### config.mk
export PLATFORM = sky130hd
export DESIGN_NAME = apb_rmw_master
export DESIGN_NICKNAME = d
export VERILOG_FILES = /design/src/rtl/apb_rmw_master.sv
export SDC_FILE = /design/constraint.sdc
export NUM_CORES = 1
export LEC_CHECK = 0
export ABC_AREA = 1
export CAP_MARGIN = 20
export CORE_UTILIZATION = 45
export DETAILED_ROUTE_END_ITERATION = 16
export PLACE_DENSITY = 0.77
export SYNTH_ARGS = -nofsm -noshare
export SYNTH_HDL_FRONTEND = slang
export SYNTH_SLANG_ARGS = --single-unit
### constraint.sdc
create_clock -name pclk -period 4.9 [get_ports pclk]
set_input_delay 1.225 -clock pclk [delete_from_list [all_inputs] [get_ports pclk]]
set_output_delay 1.225 -clock pclk [all_outputs]
set_load 0.03 [all_outputs]
### src/rtl/apb_rmw_master.sv
// apb_rmw_master: queued single-beat APB read / write / read-add-write master.
// Latency: accept -> response 3 cycles (read/write), 5 cycles (read-add-write), +1 per wait state.
// Backpressure: cmd_ready_o is high only in IDLE; ACCESS stalls while pready_i is low.
//
// Ports:
//   pclk, preset                 clock (rising edge), asynchronous active-high reset
//   cmd_valid_i/cmd_ready_o      command handshake; cmd_op_i 01 rd, 10 wr, 11 rd-add-wr, 00 no-op
//   cmd_addr_i, cmd_data_i       target address; write data or addend
//   psel_o .. pwdata_o           APB requester outputs
//   prdata_i, pready_i, pslverr_i APB completer inputs
//   rsp_valid_o/rsp_data_o/rsp_err_o  one-cycle response pulse; data forced to 0 on error
//
// Build option: define APB_TIMEOUT_EN to abort an ACCESS phase after TIMEOUT
// cycles with pready_i low (reported as an error response).
module apb_rmw_master #(
   parameter int ADDR_W  = 32,
   parameter int DATA_W  = 32,
   parameter int TIMEOUT = 16
) (
   input  logic              pclk,
   input  logic              preset,
   input  logic              cmd_valid_i,
   output logic              cmd_ready_o,
   input  logic [1:0]        cmd_op_i,
   input  logic [ADDR_W-1:0] cmd_addr_i,
   input  logic [DATA_W-1:0] cmd_data_i,
   output logic              psel_o,
   output logic              penable_o,
   output logic [ADDR_W-1:0] paddr_o,
   output logic              pwrite_o,
   output logic [DATA_W-1:0] pwdata_o,
   input  logic [DATA_W-1:0] prdata_i,
   input  logic              pready_i,
   input  logic              pslverr_i,
   output logic              rsp_valid_o,
   output logic [DATA_W-1:0] rsp_data_o,
   output logic              rsp_err_o
);

   typedef enum logic [1:0] {S_IDLE, S_SETUP, S_ACCESS} state_t;

   localparam logic [1:0] OP_RD  = 2'b01;
   localparam logic [1:0] OP_WR  = 2'b10;
   localparam logic [1:0] OP_RMW = 2'b11;

   if (TIMEOUT < 1) begin : g_bad_timeout
      $error("apb_rmw_master: TIMEOUT must be at least 1");
   end

   state_t            state_q, state_d;
   logic              phase_q, phase_d;      // 0: read half, 1: write half of op 11
   logic [1:0]        op_q, op_d;
   logic [DATA_W-1:0] addend_q, addend_d;
   logic              psel_q, psel_d;
   logic              penable_q, penable_d;
   logic [ADDR_W-1:0] paddr_q, paddr_d;
   logic              pwrite_q, pwrite_d;
   logic [DATA_W-1:0] pwdata_q, pwdata_d;
   logic              rsp_valid_q, rsp_valid_d;
   logic [DATA_W-1:0] rsp_data_q, rsp_data_d;
   logic              rsp_err_q, rsp_err_d;
   logic              timed_out;

`ifdef APB_TIMEOUT_EN
   localparam int CNT_W = (TIMEOUT > 1) ? $clog2(TIMEOUT) : 1;
   logic [CNT_W-1:0] wait_cnt_q;

   // Counts ACCESS cycles already spent; equals TIMEOUT-1 in the TIMEOUT-th one.
   always_ff @(posedge pclk or posedge preset) begin
      if (preset)
         wait_cnt_q <= '0;
      else if (state_q != S_ACCESS)
         wait_cnt_q <= '0;
      else
         wait_cnt_q <= wait_cnt_q + 1'b1;
   end

   assign timed_out = (wait_cnt_q == CNT_W'(TIMEOUT - 1));
`else
   assign timed_out = 1'b0;
`endif

   always_ff @(posedge pclk or posedge preset) begin
      if (preset) begin
         state_q     <= S_IDLE;
         phase_q     <= 1'b0;
         op_q        <= '0;
         addend_q    <= '0;
         psel_q      <= 1'b0;
         penable_q   <= 1'b0;
         paddr_q     <= '0;
         pwrite_q    <= 1'b0;
         pwdata_q    <= '0;
         rsp_valid_q <= 1'b0;
         rsp_data_q  <= '0;
         rsp_err_q   <= 1'b0;
      end else begin
         state_q     <= state_d;
         phase_q     <= phase_d;
         op_q        <= op_d;
         addend_q    <= addend_d;
         psel_q      <= psel_d;
         penable_q   <= penable_d;
         paddr_q     <= paddr_d;
         pwrite_q    <= pwrite_d;
         pwdata_q    <= pwdata_d;
         rsp_valid_q <= rsp_valid_d;
         rsp_data_q  <= rsp_data_d;
         rsp_err_q   <= rsp_err_d;
      end
   end

   always_comb begin
      state_d     = state_q;
      phase_d     = phase_q;
      op_d        = op_q;
      addend_d    = addend_q;
      psel_d      = psel_q;
      penable_d   = penable_q;
      paddr_d     = paddr_q;
      pwrite_d    = pwrite_q;
      pwdata_d    = pwdata_q;
      rsp_valid_d = 1'b0;
      rsp_data_d  = rsp_data_q;
      rsp_err_d   = rsp_err_q;

      case (state_q)
         S_IDLE: begin
            if (cmd_valid_i) begin
               op_d     = cmd_op_i;
               addend_d = cmd_data_i;
               // A no-op is consumed here without touching the bus.
               if (cmd_op_i != 2'b00) begin
                  state_d   = S_SETUP;
                  phase_d   = 1'b0;
                  psel_d    = 1'b1;
                  penable_d = 1'b0;
                  paddr_d   = cmd_addr_i;
                  pwrite_d  = (cmd_op_i == OP_WR);
                  if (cmd_op_i == OP_WR)
                     pwdata_d = cmd_data_i;
               end
            end
         end

         S_SETUP: begin
            state_d   = S_ACCESS;
            penable_d = 1'b1;
         end

         S_ACCESS: begin
            if (pready_i) begin
               if (op_q == OP_RMW && !phase_q && !pslverr_i) begin
                  // Chain the write half straight into a new SETUP.
                  state_d   = S_SETUP;
                  phase_d   = 1'b1;
                  penable_d = 1'b0;
                  pwrite_d  = 1'b1;
                  pwdata_d  = prdata_i + addend_q;
               end else begin
                  state_d     = S_IDLE;
                  psel_d      = 1'b0;
                  penable_d   = 1'b0;
                  rsp_valid_d = 1'b1;
                  rsp_err_d   = pslverr_i;
                  rsp_data_d  = pslverr_i ? '0 : (pwrite_q ? pwdata_q : prdata_i);
               end
            end else if (timed_out) begin
               state_d     = S_IDLE;
               psel_d      = 1'b0;
               penable_d   = 1'b0;
               rsp_valid_d = 1'b1;
               rsp_err_d   = 1'b1;
               rsp_data_d  = '0;
            end
         end

         default: state_d = S_IDLE;
      endcase
   end

   assign cmd_ready_o = (state_q == S_IDLE) && !preset;
   assign psel_o      = psel_q;
   assign penable_o   = penable_q;
   assign paddr_o     = paddr_q;
   assign pwrite_o    = pwrite_q;
   assign pwdata_o    = pwdata_q;
   assign rsp_valid_o = rsp_valid_q;
   assign rsp_data_o  = rsp_data_q;
   assign rsp_err_o   = rsp_err_q;

endmodule

* Yosys cells after proc, flatten, opt, wreduce, memory -nomap -nowiden
Index checks and enable logic that the tools add are counted.
** Storage, ports and cells
- Register bits after elaboration :: 138
- Input port bits :: 103
- Word-level logic and storage cells :: 73
** Cells by class
- $add $sub $neg :: 1
- Equal/unequal tests :: 10
- Bitwise gates (word level) :: 1
- Reductions and logical operators :: 18
- Multiplexer cells :: 31
** Operator list (count)
- $mux W32 :: 7
- $pmux W32 S2 :: 1
- $add A32 B32 Y32 :: 1
- $mux W1 :: 15
- $ne A2 B2 Y1 const B :: 6
- $reduce_and A5 Y1 :: 2
- $reduce_and A3 Y1 :: 3
- $eq A2 B2 Y1 const B :: 3
- $mux W2 :: 3
- $pmux W1 S2 :: 3
- $pmux W2 S3 :: 1
- $reduce_and A6 Y1 :: 1
- $reduce_and A4 Y1 :: 1
- $reduce_bool A2 Y1 :: 2
- $logic_and A1 B1 Y1 :: 3
- $logic_not A1 Y1 :: 3
- $pmux W1 S3 :: 1
- $reduce_bool A3 Y1 :: 1
- $eq A2 B1 Y1 const B :: 1
- $logic_not A2 Y1 :: 1
- $reduce_and A2 Y1 :: 1
- $not A1 Y1 :: 1

* Depth between registers and ports, before layout
Gate-level depths: netlist (run 1).
- Depth in word-level cells :: 6
- Gate-level depth with buffers :: 13

* Worst setup path after synthesis (run 1)
Ideal clock, no wire load.
- Path type :: input -> output
- Start :: in preset
- End :: out cmd_ready_o
- Stages :: 1
- Buffers on the path :: 0
- Slack :: 2.037 ns
- Data arrival time :: 1.638 ns
- Cells stage by stage :: nor2_1
** Between the ends
- Cells in the longest elaborated chain, start to end :: 2
** RTL lines
- start, declared :: RTL line 21 : input logic preset,
- $logic_not A1 Y1 :: RTL line 182 : assign cmd_ready_o = (state_q == S_IDLE) && !preset;
- $logic_and A1 B1 Y1 :: RTL line 182
- end, declared :: RTL line 23 : output logic cmd_ready_o,
No other way between the ends.

* Final worst setup path (run 1)
Ends and elaborated chain as after synthesis.

==> key figures, run 1 <==
Worst setup path
  • WP data required: 3670 ps
  • CP Launch Type: primary input
  • Crit path max fanout: 2
  • Flop-to-flop setup slack: 2450 ps
  • Crit end category: output port
  • Critical path class: primary input to output port
  • Critical path arrival: between 2000 and 2500 ps

Clock network
  • CTS root buf: clkbuf_16
  • Longest Clk Path Bufs: 2
  • H-tree depth: 4
  • CTS tree: done
  • Total CTS buffers: 17
  • Worst-skew pair later-pin latency: 430 ps
  • CTS hold repair buffers: 0
  • CTS resizes: 0
  • CTS sink count: 138
  • Post-CTS setup buffer count: 0
  • Clk slew on worst S/H paths: ~60 ps

Finish
  • Layout area overhead: 34.5%
  • Multi-input gate area: approximately 4000 um2
  • Commonest non-fill, non-tap cell in the layout: nand2_1
  • # nets final: roughly 1500
  • Share of layout cells above drive strength 1: 0.0635
  • # diodes: 0
  • # fillers: 1627
  • Seq. cell area: 3450 um2
  • Most frequent cells in the layout: nand2_1 (475), clkdlybuf4s50_1 (204), inv_1 (169)

Job
  • Max_cap viols: 0

Timing
  • Final Setup Violations: 0
  • Crit share post-route: 0.755
  • Hold Fails Final Rpt: 0
  • Worst hold slack: around 470 ps
  • Period minus WS final: 3700 ps
  • Clock Skew: 11.8 ps
  • Max Slew Vio Count: 0
  • Setup TNS Final: 0 ps
  • Worst-Margin Slew: around 640 ps
  • Slew Limit Headroom: 0.574
  • Fmax achieved: 270 MHz
  • RSZ-0062 raised after global routing: no

Die
  • Starting density of the core: 0.460
  • Cell Rows: 49
  • Die H: 138 um
  • I/O pin count: a little over 200
  • DIE AREA: around 19000 um2
  • Die Width: 138 um
  • Core ar.: between 15000 and 20000 um2

GRT
  • First-pass GRT wire length: 36800 um
  • Vias in the first global route: 7360
  • Gr usage total: 0.256
  • Grt total ovfl: 0
  • Initial antenna violation count: 0
  • Pin count of the biggest net entering global routing: around 80

Synthesis
  • Synth warn: 0
  • Area of the mapped netlist: 8290 um2
  • Post-synth net total: between 1000 and 1500
  • Register area share after synthesis: 0.417
  • Seq cells post-synth: 138
  • Syn Inst Count: about 1200
  • Post-synth cell types: 35
  • Post-synthesis average cell area: 7.15 um2

Power and ir drop
  • PD cells: between 600 and 700 nW/um2
  • Worst IR Drop VDD: around 0.00036 V
  • Pwr Total: 7.68 mW
  • Leakage power: ~5.9 nW

Place
  • Port Buf Inserts: 204
  • Gp weighted congestion: approximately 0.96
  • Hpwl dp: 18000 um

Worst hold path
  • Hold WC Path Type: flip-flop to flip-flop

Routing
  • DR vias: 7937
  • Initial drt markers: 455
  • Post-detailed-route wirelength per cell: 14.9 um
  • Post-route ant nets: 0
  • DRT Pass-1 Iters: 7
  • Final wirelength: 23900 um
  • Drt drc: 0
  • Routed vias/inst: 4.96

Run status
  • Status: finished, final reports clean
-- worst paths after layout --
check | from | endpoint | depth (start not counted)
max in group asynchronous | preset | addend_q[30]$_DFFE_PP0P_ | 3
max reg2reg | state_q[0]$_DFFE_PP0P_ | pwdata_o[9]$_DFFE_PP0P_ | 7
min reg2reg | paddr_o[13]$_DFFE_PP0P_ | paddr_o[13]$_DFFE_PP0P_ | 2
max | preset | cmd_ready_o | 3
min | paddr_o[13]$_DFFE_PP0P_ | paddr_o[13]$_DFFE_PP0P_ | 2
min in group asynchronous | preset | rsp_err_o$_DFFE_PP0P_ | 2
-- through the flow --
stage          instance area (um2)  worst slack, ps  utilization  cells
6_report                     11100             1200        0.618   1599
2_1_floorplan                 8290             1950            -   1159
3_3_place_gp                 10500             1200        0.583   1567
3_5_place_dp                 10500             1200        0.583   1567
5_1_grt                      11100             1150        0.618   1599
4_1_cts                      11100             1190        0.618   1599
-- layer usage --
metal	up-vias	part of all wire	track usage
met2	228	0.47	0.433
met3	25	0.068	0.0596
met1	3690	0.45	0.324
li1	3994	-	-
met5	-	0	0
met4	0	0.016	0.0767
-- layout make-up --
class                   count  share of cell area
well taps                 229              0.0257
clock inverters            15              0.0189
multi-input cells         810               0.357
repair buffers            213               0.190
flip-flops and latches    138               0.310
clock buffers              17              0.0382
inverters                 177              0.0602
-- report_power, final --
| part | total (mW) | switching (mW) | internal (mW) |
|---|---|---|---|
| Sequential | 1.96 | 0.304 | 1.65 |
| Combinational | 4.31 | 2.74 | 1.57 |
| Clock | 1.41 | 0.544 | 0.863 |
-- kinds of logic after synthesis --
kind of cell	after synthesis	share of synthesized area
AO/OA/AOI/OAI	169	0.122
XOR/XNOR	13	0.0137
adder cells (fa/ha/maj)	32	0.0492
buffers and inverters	211	0.103
flip-flops	138	0.417
multiplexers	16	0.0193
AND/OR/NAND/NOR	580	0.276
-- flip-flops by register name, indices dropped and copies added, names as in the netlist, 2 cells and up --
| register | flops |
|---|---|
| addend_q | 32 |
| paddr_o | 32 |
| pwdata_o | 32 |
| rsp_data_o | 32 |
| op_q | 2 |
| state_q | 2 |
-- synthesized netlist by cell type, drive strengths merged --
master	n	area, um2
o22ai	2	12.5
or2	1	8.76
ha	31	388
o21a	2	15.0
mux2i	16	160
dfrtp	138	3450
a21o	1	7.51
nand2	476	1790
nand4	3	18.8
nand3	47	235
o21ai	106	654
nor2	50	218
fa	1	20.0
a21oi	49	249
clkbuf	16	60.1
xor2	11	96.3
clkinv	2	7.51
xnor2	2	17.5
nor3	3	15.0
o21bai	3	22.5
buf	18	130
a22oi	2	15.0
inv	175	659
o211ai	4	35.0
-- critical path, stage by stage --
cell,delay (ps)
clkdlybuf4s50_1,460
nor2_1,120
clkdlybuf4s50_1,670
(Power assumes the default switching activity.)
==> run 2: changes to the inputs <==
- clock period: 4.9 -> 3.4 ns (I/O delays scaled with it)
==> run 2 against run 1 <==
  * Setup slack lost 750 ps
  * Combinational power is 46% higher
  * Clock skew shrank 3.0 ps
  * Die area is the same
  * Final cell count rose by 0.19%
  * Worst hold slack worse by 2.2 ps
  * Wire length grew 3.5%
  * Clock power grew 53%
==> key figures, run 2 (synthesis results as in run 1) <==
Routing
  • Initial drt markers: 523 (was 455)
  • Routed vias/inst: 4.99 (was 4.96)
  • Post-detailed-route wirelength per cell: 15.4 um (was 14.9 um)
  • Final wirelength: 24700 um (was 23900 um)
  • DRT Pass-1 Iters: 6 (was 7)
  • Post-route ant nets: 0 (unchanged)
  • DR vias: 7990 (was 7937)
  • Drt drc: 0 (unchanged)

Worst setup path
  • Flop-to-flop setup slack: 1160 ps (was 2450 ps)
  • Crit end category: output port (unchanged)
  • Critical R2R Launch: addend_q[0]$_DFFE_PP0P_ (was state_q[0]$_DFFE_PP0P_)
  • FF-to-FF path depth: 12 (was 7)
  • Crit path max fanout: 2 (unchanged)
  • Critical path class: primary input to output port (unchanged)
  • Critical path arrival: 2100 ps (was 2480 ps)
  • CP Launch Type: primary input (unchanged)
  • Reg-to-Reg End: pwdata_o[20]$_DFFE_PP0P_ (was pwdata_o[9]$_DFFE_PP0P_)
  • WP data required: 2550 ps (was 3670 ps)

Timing
  • Crit share post-route: 0.867
  • Worst-Margin Slew: 866 ps (was 638 ps)
  • RSZ-0062 raised after global routing: no (unchanged)
  • Fin worst setup slack: 452 ps (was 1200 ps)
  • Hold Fails Final Rpt: 0 (unchanged)
  • Final Setup Violations: 0 (unchanged)
  • Max Slew Vio Count: 0 (unchanged)
  • Clock Skew: 8.87 ps (was 11.8 ps)
  • Worst hold slack: 467 ps (was 469 ps)
  • Fmax achieved: 339 MHz
  • Slew Limit Headroom: 0.420 (was 0.574)
  • Setup TNS Final: 0 ps (unchanged)
  • Period minus WS final: between 2000 and 3000 ps

Power and ir drop
  • PD cells: 1000 nW/um2 (was 689 nW/um2)
  • Pwr Total: 11.3 mW (was 7.68 mW)
  • Leakage power: 5.95 nW (was 5.91 nW)
  • Worst IR Drop VDD: 0.000626 V (was 0.000359 V)

Die
  • Die H: 138 um (unchanged)
  • Die Width: 138 um (unchanged)
  • Core ar.: 18000 um2 (unchanged)
  • DIE AREA: 19000 um2 (unchanged)
  • Starting density of the core: 0.460 (unchanged)
  • Cell Rows: 49 (unchanged)
  • I/O pin count: 205 (unchanged)

Clock network
  • Clk slew on worst S/H paths: 60 ps (about the same)
  • Post-CTS setup buffer count: 0 (unchanged)
  • CTS sink count: 138 (unchanged)
  • H-tree depth: 4 (unchanged)
  • Worst-skew pair later-pin latency: 440 ps (was 430 ps)
  • CTS hold repair buffers: 0 (unchanged)
  • Total CTS buffers: 17 (unchanged)
  • CTS tree: done (unchanged)
  • CTS resizes: 0 (unchanged)
  • CTS root buf: clkbuf_16 (unchanged)
  • Longest Clk Path Bufs: 2 (unchanged)

Finish
  • Post-route design area: 11200 um2 (was 11100 um2)
  • # nets final: 1494 (was 1492)
  • Most frequent cells in the layout: nand2_1 (475), clkdlybuf4s50_1 (204), inv_1 (169) (unchanged)
  • Commonest non-fill, non-tap cell in the layout: nand2_1 (unchanged)
  • Share of layout cells above drive strength 1: 0.0634 (was 0.0635)
  • Layout area overhead: 35.6% (was 34.5%)

Place
  • Port Buf Inserts: 204 (unchanged)
  • Pre-CTS setup slack: 281 ps (was 1200 ps)
  • Dpl cell area: 10600 um2 (was 10500 um2)
  • Gp weighted congestion: 0.909 (was 0.956)
  • Hpwl dp: 18500 um (was 18000 um)

Job
  • Max_cap viols: 0 (unchanged)

GRT
  • Grt total ovfl: 0 (unchanged)
  • Most Crowded Layer GR: met2 (unchanged)
  • Initial antenna violation count: 1 (was 0)
  • M2 GR Usage: 0.448 (was 0.433)
  • Met3 GRT Util: 0.0622 (was 0.0596)
  • First-pass GRT wire length: 38300 um (was 36800 um)
  • GR Util met1: 0.340 (was 0.324)
  • Gr usage total: 0.267 (was 0.256)
  • Pin count of the biggest net entering global routing: 60 (was 81)
  • Vias in the first global route: 7580 (was 7360)

Run status
  • Status: finished, final reports clean (unchanged)

Worst hold path
  • HP Start: paddr_o[11]$_DFFE_PP0P_ (was paddr_o[13]$_DFFE_PP0P_)
  • Hold WC Path Type: flip-flop to flip-flop (unchanged)
  • Hold EP: paddr_o[11]$_DFFE_PP0P_ (was paddr_o[13]$_DFFE_PP0P_)
  • Cell count of the worst hold path: 2 (unchanged)
==> run 2: changes by cell type in the layout (fill, tap and decap cells not counted), sizes merged <==
| cell | before | now |
|---|---|---|
| diode | 0 | 1 |
| inv | 180 | 178 |
| clkinv | 6 | 5 |
| bufinv | 4 | 6 |
| clkbuf | 17 | 19 |
| clkinvlp | 2 | 1 |
| buf | 9 | 11 |
==> run 2: worst max-delay path by stage <==
stage | startpoint | to | slack, ps | depth (start not counted)
3_3_place_gp | prdata_i[0] | pwdata_o[20]$_DFFE_PP0P_ | 320 | 13
3_5_place_dp | prdata_i[0] | pwdata_o[20]$_DFFE_PP0P_ | 280 | 13
5_1_grt | preset | cmd_ready_o | 400 | 3
6_report | preset | cmd_ready_o | 450 | 3
2_1_floorplan | preset | addend_q[0]$_DFFE_PP0P_ | 830 | 1
4_1_cts | preset | cmd_ready_o | 450 | 3
==> run 2: layout make-up <==
cell class,count,area (um2)
diodes,1,2.50
flip-flops and latches,138,3450
well taps,229,287
multi-input cells,810,3980
clock inverters,13,238
clock buffers,19,433
repair buffers,215,2170
inverters,177,671
fillers,1687,6790
==> run 2: layer usage <==
| layer | vias to the layer above | wire [um] | share of wire |
|---|---|---|---|
| met1 | 3667 | 10800 | 0.44 |
| met4 | 0 | 583 | 0.024 |
| met5 | - | 0 | 0 |
| met3 | 41 | 1880 | 0.076 |
| met2 | 278 | 11500 | 0.46 |
| li1 | 4004 | - | - |
==> run 2: stage by stage <==
step | util | std cells
floorplan | - | 1159
global placement | 0.586 | 1569
detailed placement | 0.586 | 1569
CTS | 0.623 | 1601
global route | 0.623 | 1602
finish | 0.623 | 1602
==> run 2: report_power, final <==
group          leakage, nW  switching, mW  internal [mW]
Combinational         3.89           3.99           2.30
Clock                0.327          0.775           1.39
Sequential            1.73          0.450           2.39
Total                 5.95           5.22           6.07
==> run 2: worst max-delay path: stages <==
cell and delay (ps):
clkdlybuf4s50_1 460, nor2_1 120, clkdlybuf4s50_1 670
==> run 3: changes to the inputs <==
- CORE_UTILIZATION: 45 -> 58
- DONT_BUFFER_PORTS: default -> 1
- PLACE_DENSITY: 0.77 -> 0.76
- SLEW_MARGIN: default -> 20
==> run 3 against run 2 <==
  * Worst hold slack got worse by 150 ps
  * Clock skew decreased by 0.80 ps
  * Largest power group is now sequential cells
  * Clock-buffer cell count decreased by 1
  * Final cell count decreased by 16%
  * Total power decreased by 14%
  * Sequential power increased by 42%
  * Non-clock buffer count decreased by 203
  * Combinational power decreased by 36%
  * Wire length decreased by 5.5%
==> key figures, run 3 (synthesis results as in run 1) <==
Die
  • Starting density of the core: 0.595 (was 0.460)
  • Cell Rows: 43 (was 49)
  • I/O pin count: 205 (unchanged)
  • Core ar.: 13900 um2 (was 18000 um2)
  • DIE AREA: 14800 um2 (was 19000 um2)
  • Die H: 122 um (was 138 um)
  • Die Width: 122 um (was 138 um)

Power and ir drop
  • PD cells: 1080 nW/um2 (was 1000 nW/um2)
  • Switching pwr: 5.04 mW (was 5.22 mW)
  • Comb pwr share: 0.410 (was 0.557)
  • Worst IR Drop VDD: 0.000435 V (was 0.000626 V)
  • Leakage power: 5.10 nW (was 5.95 nW)
  • Sequential share of power: 0.413 (was 0.251)
  • Pwr Total: 9.75 mW (was 11.3 mW)
  • Pint: 4.71 mW (was 6.07 mW)
  • Switching Fraction: 0.517 (was 0.462)
  • Clock network fraction of total power: 0.176 (was 0.192)

Routing
  • Top sig layer: met4 (unchanged)
  • DR WL met2: 10700 um (was 11500 um)
  • Routed vias/inst: 5.46 (was 4.99)
  • Met1 Wirelength: 10100 um (was 10800 um)
  • Drt drc: 0 (unchanged)
  • Post-detailed-route wirelength per cell: 17.3 um (was 15.4 um)
  • DR vias: 7354 (was 7990)
  • Metal3 WL: 2100 um (was 1880 um)
  • Post-route ant nets: 0 (unchanged)
  • DRT Pass-1 Iters: 7 (was 6)
  • Final wirelength: 23300 um (was 24700 um)
  • Initial drt markers: 706 (was 523)

GRT
  • Pin count of the biggest net entering global routing: 62 (was 60)
  • Vias in the first global route: 6877 (was 7580)
  • Gr usage total: 0.325 (was 0.267)
  • First-pass GRT wire length: 36300 um (was 38300 um)
  • Initial antenna violation count: 0 (was 1)
  • Grt total ovfl: 0 (unchanged)

Place
  • Port Buf Inserts: 0 (was 204)
  • Gp weighted congestion: 0.976 (was 0.909)
  • Hpwl dp: 17600 um (was 18500 um)
  • Pre-CTS setup slack: 797 ps (was 281 ps)

Clock network
  • Worst-skew pair later-pin latency: 430 ps (was 440 ps)
  • CTS resizes: 0 (unchanged)
  • Total CTS buffers: 17 (unchanged)
  • H-tree depth: 4 (unchanged)
  • CTS sink count: 138 (unchanged)
  • CTS hold repair buffers: 0 (unchanged)
  • CTS root buf: clkbuf_16 (unchanged)
  • Longest Clk Path Bufs: 2 (unchanged)
  • Post-CTS setup buffer count: 0 (unchanged)
  • CTS tree: done (unchanged)
  • Clk slew on worst S/H paths: 60 ps (about the same)

Timing
  • Crit share post-route: 0.713 (was 0.867)
  • Fmax achieved: 412 MHz (was 339 MHz)
  • Clock Skew: 8.07 ps (was 8.87 ps)
  • Worst hold slack: 322 ps (was 467 ps)
  • Fin worst setup slack: 974 ps (was 452 ps)
  • Slew Limit Headroom: 0.562 (was 0.420)
  • Worst-Margin Slew: 656 ps (was 866 ps)
  • Setup TNS Final: 0 ps (unchanged)
  • Hold Fails Final Rpt: 0 (unchanged)
  • Max Slew Vio Count: 0 (unchanged)
  • RSZ-0062 raised after global routing: no (unchanged)
  • Final Setup Violations: 0 (unchanged)
  • Period minus WS final: 2430 ps (was 2950 ps)

Worst setup path
  • Slowest cell on crit path: nor2_1 (was clkdlybuf4s50_1)
  • Critical R2R Launch: phase_q$_DFFE_PP0P_ (was addend_q[0]$_DFFE_PP0P_)
  • FF-to-FF path depth: 7 (was 12)
  • Reg-to-Reg End: rsp_data_o[11]$_DFFE_PP0P_ (was pwdata_o[20]$_DFFE_PP0P_)
  • Worst path cell trace: nor2_1 > inv_2 > nor2_1 (was clkdlybuf4s50_1 > nor2_1 > clkdlybuf4s50_1)
  • Critical path arrival: 1580 ps (was 2100 ps)
  • Crit path max fanout: 5 (was 2)
  • Worst path top cell family by delay: simple AND/OR/NAND/NOR gates (was buffers and inverters)
  • Slowest stage delay, CP: 450 ps (was 670 ps)
  • WP data required: 2550 ps (about the same)
  • Buffers & Inverters on Critical Path: 1 (was 2)
  • Critical path class: flip-flop to output port (was primary input to output port)
  • CP Launch Type: flip-flop (was primary input)
  • CP most frequent cell: nor2_1 (was clkdlybuf4s50_1)
  • Flop-to-flop setup slack: 1170 ps (was 1160 ps)
  • Crit end category: output port (unchanged)

Finish
  • Share of layout cells above drive strength 1: 0.0746 (was 0.0634)
  • Post-route core utilization: 0.645 (was 0.623)
  • # nets final: 1291 (was 1494)
  • # diodes: 0 (was 1)
  • Most frequent cells in the layout: nand2_1 (475), inv_1 (169), dfrtp_1 (137) (was nand2_1 (475), clkdlybuf4s50_1 (204), inv_1 (169))
  • Commonest non-fill, non-tap cell in the layout: nand2_1 (unchanged)
  • Layout area overhead: 8.38% (was 35.6%)

Run status
  • Status: finished, final reports clean (unchanged)

Job
  • Max_cap viols: 0 (unchanged)

Worst hold path
  • Hold WC Path Type: primary input to async pin (was flip-flop to flip-flop)
-- run 3: cell types whose count changed in the layout (fill, tap and decap cells not counted), moves of 3 or more --
| cell | before | now |
|---|---|---|
| buf_4 | 7 | 10 |
| clkdlybuf4s50_1 | 204 | 0 |
| buf_12 | 4 | 1 |
| bufinv_16 | 6 | 1 |
| clkinv_2 | 1 | 5 |
| clkinvlp_4 | 1 | 5 |
-- run 3: worst reg2reg max path, delay by kind of cell (launching register included) --
family,cells,cell delay (ps)
compound gates,2,380
buf+inv,2,550
simple gates,3,800
flops,1,350
-- run 3: per-layer routing --
metal / vias to the layer above / GRT usage
met5: - / 0
met4: 0 / 0.110
met3: 38 / 0.0843
met2: 295 / 0.511
met1: 3439 / 0.436
li1: 3582 / -
-- run 3: cell type report --
type | instances | area [um2]
fill | 1262 | 4950
multi-input combinational | 810 | 3980
sequential | 138 | 3450
inverter | 177 | 671
clock buffer | 18 | 429
tap | 180 | 225
timing repair buffer | 12 | 123
clock inverter | 12 | 103
-- run 3: power by group through the flow --
stage          logic, mW  registers [mW]  clock network [mW]
2_1_floorplan       3.11            3.82                   0
6_report            4.00            4.03                1.72
4_1_cts             3.94            4.03                1.73
5_1_grt             4.56            4.12                1.80
3_3_place_gp        3.81            4.03                   0
3_5_place_dp        3.91            4.05                   0
-- run 3: worst max path at each step --
stage	cells after the start	slack [ps]	startpoint	to
floorplan	1	830	preset	addend_q[0]$_DFFE_PP0P_
global placement	12	820	prdata_i[0]	pwdata_o[28]$_DFFE_PP0P_
detailed placement	12	800	prdata_i[0]	pwdata_o[20]$_DFFE_PP0P_
CTS	3	970	state_q[0]$_DFFE_PP0P_	cmd_ready_o
global route	3	900	state_q[0]$_DFFE_PP0P_	cmd_ready_o
finish	3	970	state_q[0]$_DFFE_PP0P_	cmd_ready_o
-- run 3: metrics by stage --
step | area [um2] | cells
finish | 8980 | 1347
detailed placement | 8420 | 1316
CTS | 8950 | 1346
global placement | 8420 | 1316
floorplan | 8290 | 1159
global route | 8980 | 1347
